**src/rtl/fir_avg_stream.sv**
```systemverilog
`default_nettype none
// ============================================================================
//  Module   : fir_avg_stream
//  Purpose  : Multi-channel moving-average FIR with valid/ready streaming.
//             All channels share one circular write pointer and advance in
//             lock-step; bypass passes raw samples while history keeps
//             tracking the input.
//  Revision : 1.0 - initial release
// ============================================================================
module fir_avg_stream #(
    parameter int DATA_W    = 24,
    parameter int CHANNELS  = 2,
    parameter int LOG2_TAPS = 3
) (
    input  logic                         clk,
    input  logic                         reset,
    input  logic                         enable,
    input  logic                         flush,
    input  logic                         in_valid,
    output logic                         in_ready,
    input  logic [CHANNELS*DATA_W-1:0]   in_data,
    output logic                         out_valid,
    input  logic                         out_ready,
    output logic [CHANNELS*DATA_W-1:0]   out_data
);

    localparam int TAPS  = 1 << LOG2_TAPS;
    // LOG2_TAPS guard bits make the running sum of TAPS samples overflow-free.
    localparam int SUM_W = DATA_W + LOG2_TAPS;

    logic [DATA_W-1:0]          hist_q [CHANNELS][TAPS];
    logic signed [SUM_W-1:0]    sum_q  [CHANNELS];
    logic [LOG2_TAPS-1:0]       wp_q;
    logic                       out_valid_q;
    logic [CHANNELS*DATA_W-1:0] out_data_q;

    logic signed [SUM_W-1:0]    sum_d  [CHANNELS];
    logic [CHANNELS*DATA_W-1:0] frame_d;
    logic                       accept;

    // Ready depends only on output-register state and flush, never on in_valid.
    assign in_ready  = !flush && (!out_valid_q || out_ready);
    assign accept    = in_valid && in_ready;
    assign out_valid = out_valid_q;
    assign out_data  = out_data_q;

    // Per-channel running-sum update and output selection for this frame.
    always_comb begin
        frame_d = '0;
        for (int c = 0; c < CHANNELS; c++) begin
            sum_d[c] = sum_q[c]
                     - {{LOG2_TAPS{hist_q[c][wp_q][DATA_W-1]}}, hist_q[c][wp_q]}
                     + {{LOG2_TAPS{in_data[c*DATA_W+DATA_W-1]}}, in_data[c*DATA_W +: DATA_W]};
            // Arithmetic shift floors toward minus infinity; the mean always fits DATA_W.
            frame_d[c*DATA_W +: DATA_W] = enable ? DATA_W'(sum_d[c] >>> LOG2_TAPS)
                                                 : in_data[c*DATA_W +: DATA_W];
        end
    end

    // History, sums, pointer and the one-deep output register.
    always_ff @(posedge clk or posedge reset) begin
        if (reset) begin
            for (int c = 0; c < CHANNELS; c++) begin
                sum_q[c] <= '0;
                for (int t = 0; t < TAPS; t++) begin
                    hist_q[c][t] <= '0;
                end
            end
            wp_q        <= '0;
            out_valid_q <= 1'b0;
            out_data_q  <= '0;
        end else if (flush) begin
            for (int c = 0; c < CHANNELS; c++) begin
                sum_q[c] <= '0;
                for (int t = 0; t < TAPS; t++) begin
                    hist_q[c][t] <= '0;
                end
            end
            wp_q        <= '0;
            out_valid_q <= 1'b0;
            out_data_q  <= '0;
        end else if (accept) begin
            // History advances even in bypass so re-enabling has no transient.
            for (int c = 0; c < CHANNELS; c++) begin
                sum_q[c]        <= sum_d[c];
                hist_q[c][wp_q] <= in_data[c*DATA_W +: DATA_W];
            end
            wp_q        <= wp_q + LOG2_TAPS'(1);
            out_valid_q <= 1'b1;
            out_data_q  <= frame_d;
        end else if (out_ready) begin
            out_valid_q <= 1'b0;
        end
    end

endmodule
`default_nettype wire

```
**config.mk**
```make
export PLATFORM = sky130hd
export DESIGN_NAME = fir_avg_stream
export DESIGN_NICKNAME = d
export VERILOG_FILES = /design/src/rtl/fir_avg_stream.sv
export SDC_FILE = /design/constraint.sdc
export NUM_CORES = 1
export LEC_CHECK = 0
export CAP_MARGIN = 20
export CORE_UTILIZATION = 40
export DETAILED_ROUTE_END_ITERATION = 7
export GPL_TIMING_DRIVEN = 0
export MAX_ROUTING_LAYER = met4
export PLACE_DENSITY = 0.59
export SLEW_MARGIN = 20
export SYNTH_ARGS = -nofsm -noshare
export SYNTH_HDL_FRONTEND = slang
export SYNTH_SLANG_ARGS = --single-unit
```
**constraint.sdc**
```tcl
create_clock -name clk -period 21.8 [get_ports clk]
set_input_delay 6.54 -clock clk [delete_from_list [all_inputs] [get_ports clk]]
set_output_delay 6.54 -clock clk [all_outputs]
set_load 0.01 [all_outputs]
```
==> flow_summary.ini, run 1 <==
[floorplanning]
core_sq_um = 65900
die_w_microns = 260
die-area_sq_um = 67600
fp.dieH_microns = 260
fp-row-count = 94
start_util = 0.404
ios = 104

[logic_synthesis]
ys_types = 75
syn_avg_cell_area_sq_um = 8.32
synth_top_area_frac = 0.460
postSynth.asyncResetShare = 1.00
yosys_most_used_dff = dfrtp_1
synth_top_area_cell = dfrtp_1
synth_area_sq_um = 26600
synth_commonest_cells = nand2_1, dfrtp_1, a21oi_1
ys_ff_latch = 490
syn_inst = 3199
synth.area.top_cells = dfrtp_1, nand2_1, a21oi_1, a22oi_1, fa_1
synth_edf_count = 0
yosysWarnings = 0
synth_nets = 3362
yosysMostFrequentCell = nand2_1
ys_seq_area_frac = 0.460

[routing]
finalWirelength_microns = 111000
dr.pass1.iters = 7
vias_per_cell = 5.92
final_antenna_net_count = 0
vias = 25000
route.detailed.drc = 0
wire_per_inst_microns = 26.2
drt_iter0_markers = 3137

[global_routing]
grt_max_degree = 100
grt_pass1_wl_microns = 161000
antenna_found_initial = 3
grt_usage = 0.336
grt_pass1_vias = 23700
grt-ovfl-total = 0

[setup_path]
path_cells = clkbuf_1 -> clkbuf_1 -> clkbuf_1 -> nor2_1 -> clkdlybuf4s50_1
crit_top_cell = clkbuf_1
startpoint_type = input port
cp_num_buf_inv = 4
crit_path_end_kind = primary output
cp.depth = 5
reg2reg_depth = 18
crit_path_top_delay_cell = clkbuf_1
crit_arrival_ns = 8.86
cp_top_family = buffers and inverters
slowest_delay_ns = 0.77
cp_max_fo = 10
r2r_setup_slack_ns = 14.89
worstSetupPathType = input port to primary output
required_ns = 15.26

[pwr]
p_leak_nw = 12.7
power.density_nw_per_um2 = 105
irDropWorstVdd_mv = 0.0730

[cells_and_area]
stdcell_area_sq_um = 30200
drive_above_1_share = 0.0385
nets = 3480
nFillCells = 6527
syn_to_final_growth_pct = 13.4

[placement]
dp_hpwl_microns = 78300
pre_cts_slack_ns = 6.44
dpl_cell_area_sq_um = 28400
io_buffers = 58
gp_congestion = 0.964

[sta]
clock.fmax_mhz = 64.9
setup_slack_ns = 6.40
worst_pin_slew_ns = 1.25
finalSetupViolCount = 0
slew_viol_final = 0
finalCriticalPeriod_ns = 15.40
rsz0062_at_grt = no
hold_viol = 0
fin_crit_sh = 0.707
max-slew-margin-rel = 0.166
clock_skew_ns = 0.0250

[clock_tree]
cts_hold_buf = 0
clk_pin_slew_worst_paths_ns = 0.07
cts_buffers = 53
cts.sinks = 490
root_buffer = clkbuf_16
clk_path_buf_depth = 3
cts_max_level = 2
cts_resized = 0
post_cts_buffers = 0
cts_tree = built
insertion_delay_ns = 0.64

[min_path]
worst_hold_path.num_cells = 2
min_path_type = flip-flop to flip-flop

[flow_run]
drv_cap = 0

[outcome]
status = complete, no violations
-- cell type report --
class | instances | area, sq um | share of cell area
diodes | 4 | 10.0 | 0.000331
plain buffers | 271 | 1040 | 0.0345
clock buffers | 66 | 1450 | 0.0478
clock inverters | 25 | 305 | 0.0101
inverters | 221 | 837 | 0.0277
multi-input cells | 2217 | 12500 | 0.414
flip-flops and latches | 490 | 12300 | 0.406
well taps | 864 | 1080 | 0.0358
repair buffers | 63 | 718 | 0.0238
-- sequential cells by signal, summed over array words and instances, names as in the netlist --
signal and flops:
hist_q 384, sum_q 54, out_data 48, wp_q 3, out_valid 1
-- cell families after synthesis --
kind of cell	count (synthesis)	synth area share
DFF	490	0.460
AOI/OAI and AO/OA	908	0.206
buffers and inverters	492	0.0700
xor gates and xnor gates	45	0.0148
muxes	20	0.00766
adders and majority gates	109	0.0659
and+or+nand+nor	1135	0.176
-- power by group --
part           internal, mW  total (mW)  switching (mW)
registers             0.971        1.00          0.0323
logic                 0.436        1.21           0.771
clock network         0.539       0.947           0.408
-- layout by cell type (no fill, tap or decap), types with 17 or more instances in the layout --
| cell | n |
|---|---|
| nand2_1 | 880 |
| dfrtp_1 | 490 |
| a21oi_1 | 445 |
| clkbuf_1 | 241 |
| inv_1 | 220 |
| a22oi_1 | 193 |
| o21ai_0 | 140 |
| nor2_1 | 71 |
| nand4_1 | 58 |
| clkdlybuf4s50_1 | 58 |
| ha_1 | 57 |
| clkbuf_16 | 53 |
| fa_1 | 52 |
| nand3_1 | 38 |
| xnor2_1 | 30 |
| nor3_1 | 26 |
| a211oi_1 | 24 |
| buf_1 | 23 |
| a21o_1 | 17 |
| mux2i_1 | 17 |
-- final timing paths --
| check | startpoint | endpoint |
|---|---|---|
| setup / recovery | flush | in_ready |
| hold / removal | sum_q[48]$_DFFE_PP0P_ | sum_q[48]$_DFFE_PP0P_ |
| setup reg to reg | wp_q[1]$_DFFE_PP0P_ | sum_q[26]$_DFFE_PP0P_ |
| hold reg to reg | sum_q[48]$_DFFE_PP0P_ | sum_q[48]$_DFFE_PP0P_ |
| max in group asynchronous | reset | sum_q[10]$_DFFE_PP0P_ |
| min in group asynchronous | reset | hist_q[344]$_DFFE_PP0P_ |
-- per-stage QoR --
stage / cells / hold WS [ns] / total power, mW / util / setup TNS [ns]
after global routing: 4221 / 0.515 / 3.31 / 0.459 / 0
after detailed placement: 4126 / 0.479 / 2.20 / 0.432 / 0
after global placement: 4121 / 0.472 / 2.19 / 0.430 / -2563.21
final: 4221 / 0.492 / 3.16 / 0.459 / 0
after CTS: 4217 / 0.494 / 3.14 / 0.458 / 0
after floorplan: 3199 / 0.450 / 1.86 / - / 0
-- metal layers --
| layer | share of wire | routed length, microns | vias to the layer above | global-route usage |
|---|---|---|---|---|
| met5 | 0 | 0 | - | - |
| met4 | 0.057 | 6310 | 0 | 0.176 |
| met3 | 0.096 | 10700 | 270 | 0.0571 |
| met2 | 0.43 | 48000 | 1389 | 0.482 |
| met1 | 0.41 | 45700 | 12300 | 0.451 |
| li1 | - | - | 11000 | - |
-- worst reg2reg max path, cell delays in order, from the launching register on --
cell	delay (ns)
dfrtp_1	0.34
clkbuf_1	0.36
nor3b_1	0.53
clkbuf_1	0.89
clkbuf_1	0.97
a22oi_1	0.31
nand4_1	0.43
fa_1	0.50
inv_1	0.07
ha_1	0.21
clkbuf_1	0.19
a21oi_1	0.20
o21ai_0	0.20
or2_2	0.33
o21ai_0	0.41
a21o_1	0.21
a21oi_1	0.07
nor3_1	0.22
mux2_2	0.36
No activity file was read; power rests on OpenSTA's default activity.
==> inputs of run 2 (changes only) <==
Clock period 21.8 ns to 15.2 ns, I/O delays scaled along.
==> flow_summary.ini, run 2 (synthesized netlist as in run 1, its figures left out) <==
[outcome]
status = complete, no violations

[global_routing]
grt_pass1_wl_microns = 161000
grt-ovfl-total = 0
antenna_found_initial = 0
grt_max_degree = 33
grt_pass1_vias = 23500
grt_usage = 0.338

[floorplanning]
die-area_sq_um = 67600
fp.dieH_microns = 260
fp-row-count = 94
start_util = 0.404
die_w_microns = 260
ios = 104
core_sq_um = 65900

[cells_and_area]
nFillCells = 6574
nets = 3492
drive_above_1_share = 0.0404
final_core_util = 0.461
final_cell_mix = nand2_1, dfrtp_1, a21oi_1
regMostFlops = hist_q
syn_to_final_growth_pct = 14.0
largest_register_ffs = 384
final_common_cell = nand2_1
stdcell_area_sq_um = 30400

[clock_tree]
cts_hold_buf = 0
cts_resized = 0
insertion_delay_ns = 0.63
post_cts_buffers = 0
cts_max_level = 2
clk_pin_slew_worst_paths_ns = 0.07
root_buffer = clkbuf_16
clk_path_buf_depth = 3
cts_buffers = 52
cts_tree = built
cts.sinks = 490

[setup_path]
crit_path_end_kind = primary output
worstSetupPathType = input port to primary output
reg2reg_depth = 18
rr_endpoint = sum_q[26]$_DFFE_PP0P_
crit_arrival_ns = 6.87
reg2reg_from = wp_q[1]$_DFFE_PP0P_
required_ns = 10.64
cp_max_fo = 10
startpoint_type = input port
r2r_setup_slack_ns = 8.33

[sta]
clock_skew_ns = 0.0227
worst_pin_slew_ns = 1.31
hold_viol = 0
finalSetupTns_ns = 0
fin_crit_sh = 0.752
clock.fmax_mhz = 87.5
max-slew-margin-rel = 0.126
rsz0062_at_grt = no
finalSetupViolCount = 0
finalCriticalPeriod_ns = 11.43
setup_slack_ns = 3.77
slew_viol_final = 0

[placement]
dpl_cell_area_sq_um = 28700
dp_hpwl_microns = 80100
pre_cts_slack_ns = 3.81
io_buffers = 58
gp_congestion = 0.964

[min_path]
min_to = sum_q[48]$_DFFE_PP0P_
min_path_type = flip-flop to flip-flop
hold_path.startpoint = sum_q[48]$_DFFE_PP0P_
worst_hold_path.num_cells = 2

[flow_run]
drv_cap = 0

[routing]
drt_iter0_markers = 2924
vias = 25000
wire_per_inst_microns = 26.3
route.detailed.drc = 0
finalWirelength_microns = 111000
final_antenna_net_count = 0
dr.pass1.iters = 6
vias_per_cell = 5.91

[pwr]
power.density_nw_per_um2 = 149
irDropWorstVdd_mv = 0.0951
p_leak_nw = 12.8
p_total_mw = 4.51
## run 2: cell types whose count changed in the layout (fill, tap and decap cells not counted), sizes merged
| cell | delta |
|---|---|
| bufinv | -2 |
| diode | -3 |
| inv | -1 |
| clkinvlp | +7 |
| clkbuf | +5 |
| buf | +14 |
| clkinv | -11 |
## run 2: worst max path at each step
stage,startpoint,to,slack [ns]
floorplan,reset,hist_q[0]$_DFFE_PP0P_,4.00
global placement,reset,hist_q[301]$_DFFE_PP0P_,0.30
detailed placement,flush,in_ready,3.81
CTS,flush,in_ready,3.82
global route,flush,in_ready,3.70
finish,flush,in_ready,3.77
## run 2: metrics by stage
stage                     hold slack [ns]  instances
after floorplan                     0.450       3199
after global placement              0.466       4121
after detailed placement            0.474       4138
after CTS                           0.488       4228
after global routing                0.504       4229
final                               0.491       4230
## run 2: per-layer routing
metal  GRT usage  part of all wire  vias to the layer above  routed length [microns]
li1            -                 -                    11000                        -
met1       0.450              0.41                    12300                    45600
met2       0.487              0.44                     1417                    48600
met3      0.0672             0.099                      258                    11000
met4       0.171             0.056                        0                     6190
met5           -                 0                        -                        0
## run 2: report_power, final
part,total (mW),switching (mW),internal [mW]
sequential,1.44,0.0476,1.39
clock,1.33,0.586,0.740
combinational,1.75,1.12,0.630
total,4.51,1.75,2.76
## run 2: layout make-up
class | count | area (sq um) | area share
inverters | 221 | 833 | 0.0274
repair buffers | 76 | 951 | 0.0313
flip-flops and latches | 490 | 12300 | 0.404
clock buffers | 72 | 1470 | 0.0483
diodes | 1 | 2.50 | 0.0000824
clock inverters | 18 | 224 | 0.00738
multi-input cells | 2217 | 12500 | 0.412
plain buffers | 271 | 1040 | 0.0343
well taps | 864 | 1080 | 0.0356
## run 2: critical path, stage by stage
cell	delay [ns]
clkbuf_1	0.31
clkbuf_1	0.64
clkbuf_1	0.73
nor2_1	0.11
clkdlybuf4s50_1	0.51
==> inputs of run 3 (changes only) <==
Settings changed: PLACE_DENSITY 0.59 to 0.61.
Clock period 15.2 ns to 9.2 ns, I/O delays scaled along.
==> flow_summary.ini, run 3 (synthesized netlist as in run 1, its figures left out) <==
[setup_path]
required_ns = 6.44
path_cells = clkbuf_1 -> clkbuf_1 -> clkbuf_1 -> nor2_1 -> clkdlybuf4s50_1
worstSetupPathType = input port to primary output
crit_path_end_kind = primary output
cp_top_family = buffers and inverters
cp_max_fo = 10
crit_path_top_delay_cell = clkbuf_1
startpoint_type = input port
crit_arrival_ns = 5.09
cp_num_buf_inv = 4
crit_top_cell = clkbuf_1
slowest_delay_ns = 0.78

[pwr]
irDropWorstVdd_mv = 0.170
power.internal_mw = 4.70
p_leak_nw = 12.9
p_total_mw = 7.62
seq_power_share = 0.312
power.switching_mw = 2.92
power.density_nw_per_um2 = 249
p_clk_frac = 0.308
netSwitchingFraction = 0.384
combPwrFrac = 0.380

[clock_tree]
cts.sinks = 490
cts_tree = built
cts_hold_buf = 0
root_buffer = clkbuf_16
cts_buffers = 55
cts_max_level = 2
cts_resized = 0
clk_pin_slew_worst_paths_ns = 0.06
post_cts_buffers = 0
clk_path_buf_depth = 3
insertion_delay_ns = 0.63

[floorplanning]
core_sq_um = 65900
ios = 104
die-area_sq_um = 67600
fp-row-count = 94
fp.dieH_microns = 260
start_util = 0.404
die_w_microns = 260

[sta]
hold_slack_ns = 0.487
fin_crit_sh = 0.854
finalCriticalPeriod_ns = 7.85
hold_viol = 0
max-slew-margin-rel = 0.162
finalSetupViolCount = 0
rsz0062_at_grt = no
worst_pin_slew_ns = 1.26
clock.fmax_mhz = 127
clock_skew_ns = 0.0212
slew_viol_final = 0

[global_routing]
grt_usage = 0.336
grt_pass1_vias = 23600
grt-ovfl-total = 0
grt_max_degree = 33
grt_pass1_wl_microns = 161000
antenna_found_initial = 2

[cells_and_area]
nets = 3497
drive_above_1_share = 0.0447
final_cells = 4245
final_common_cell = nand2_1
final_core_util = 0.465
final_cell_mix = nand2_1, dfrtp_1, a21oi_1
largest_register_ffs = 384
regMostFlops = hist_q
syn_to_final_growth_pct = 14.9

[placement]
io_buffers = 58
gp_congestion = 0.978
dp_hpwl_microns = 79800
place_inst = 4140

[min_path]
min_path_type = flip-flop to flip-flop

[flow_run]
drv_cap = 0

[routing]
route.detailed.drc = 0
finalWirelength_microns = 111000
final_antenna_net_count = 0
wire_per_inst_microns = 26.1
vias_per_cell = 5.90
dr.pass1.iters = 6
vias = 25100
drt_iter0_markers = 3165

[outcome]
status = complete, no violations
==> run 3: changes by cell type in the layout (fill, tap and decap cells not counted), sizes merged <==
cell / previous run / this run
buf: 48 / 50
bufinv: 4 / 6
clkbuf: 312 / 313
clkinv: 7 / 17
clkinvlp: 7 / 4
diode: 1 / 2
inv: 221 / 223
==> run 3: cell type report <==
class / count / area (sq um)
repair buffers: 78 / 990
inverters: 221 / 833
clock inverters: 29 / 337
flip-flops and latches: 490 / 12300
clock buffers: 73 / 1540
multi-input cells: 2217 / 12500
well taps: 864 / 1080
diodes: 2 / 5.00
fillers: 6613 / 35300
plain buffers: 271 / 1040
==> run 3: metal layers <==
layer | track usage | part of all wire
met5 | - | 0
met1 | 0.443 | 0.41
met2 | 0.485 | 0.44
met3 | 0.0703 | 0.098
met4 | 0.175 | 0.057
==> run 3: final timing paths <==
check                      slack [ns]                 endpoint  cells past startpoint                   from
max reg2reg                      2.28    sum_q[26]$_DFFE_PP0P_                     18    wp_q[1]$_DFFE_PP0P_
max                              1.35                 in_ready                      5                  flush
max in group asynchronous        5.02    sum_q[41]$_DFFE_PP0P_                      8                  reset
min in group asynchronous        2.49  hist_q[155]$_DFFE_PP0P_                      2                  reset
min                              0.49    sum_q[52]$_DFFE_PP0P_                      2  sum_q[52]$_DFFE_PP0P_
min reg2reg                      0.49    sum_q[52]$_DFFE_PP0P_                      2  sum_q[52]$_DFFE_PP0P_
==> run 3: worst reg2reg max path: stages (launching register included) <==
cell and delay, ns:
dfrtp_1 0.35, clkbuf_1 0.33, nor3b_1 0.57, clkbuf_1 0.86
clkbuf_1 1.00, a22oi_1 0.31, nand4_1 0.42, fa_1 0.48
inv_1 0.06, ha_1 0.21, clkbuf_1 0.20, a21oi_1 0.20
o21ai_0 0.22, or2_2 0.34, o21ai_0 0.42, a21o_1 0.22
a21oi_1 0.07, nor3_1 0.20, mux2_2 0.35
==> run 3: per-stage QoR <==
step / setup TNS, ns / worst slack [ns] / area [sq um]
after floorplan: -100.26 / -0.205 / 26600
after global placement: -1847.74 / -3.86 / 28300
after detailed placement: 0 / 1.37 / 28700
after CTS: 0 / 1.37 / 30600
after global routing: 0 / 1.26 / 30600
final: 0 / 1.35 / 30600
==> run 3: power groups by stage <==
stage / sequential (mW) / clock [mW] / combinational (mW)
6_report: 2.38 / 2.35 / 2.90
5_1_grt: 2.39 / 2.43 / 3.17
4_1_cts: 2.38 / 2.34 / 2.84
3_5_place_dp: 2.42 / 0 / 2.82
3_3_place_gp: 2.42 / 0 / 2.80
2_1_floorplan: 2.42 / 0 / 2.00
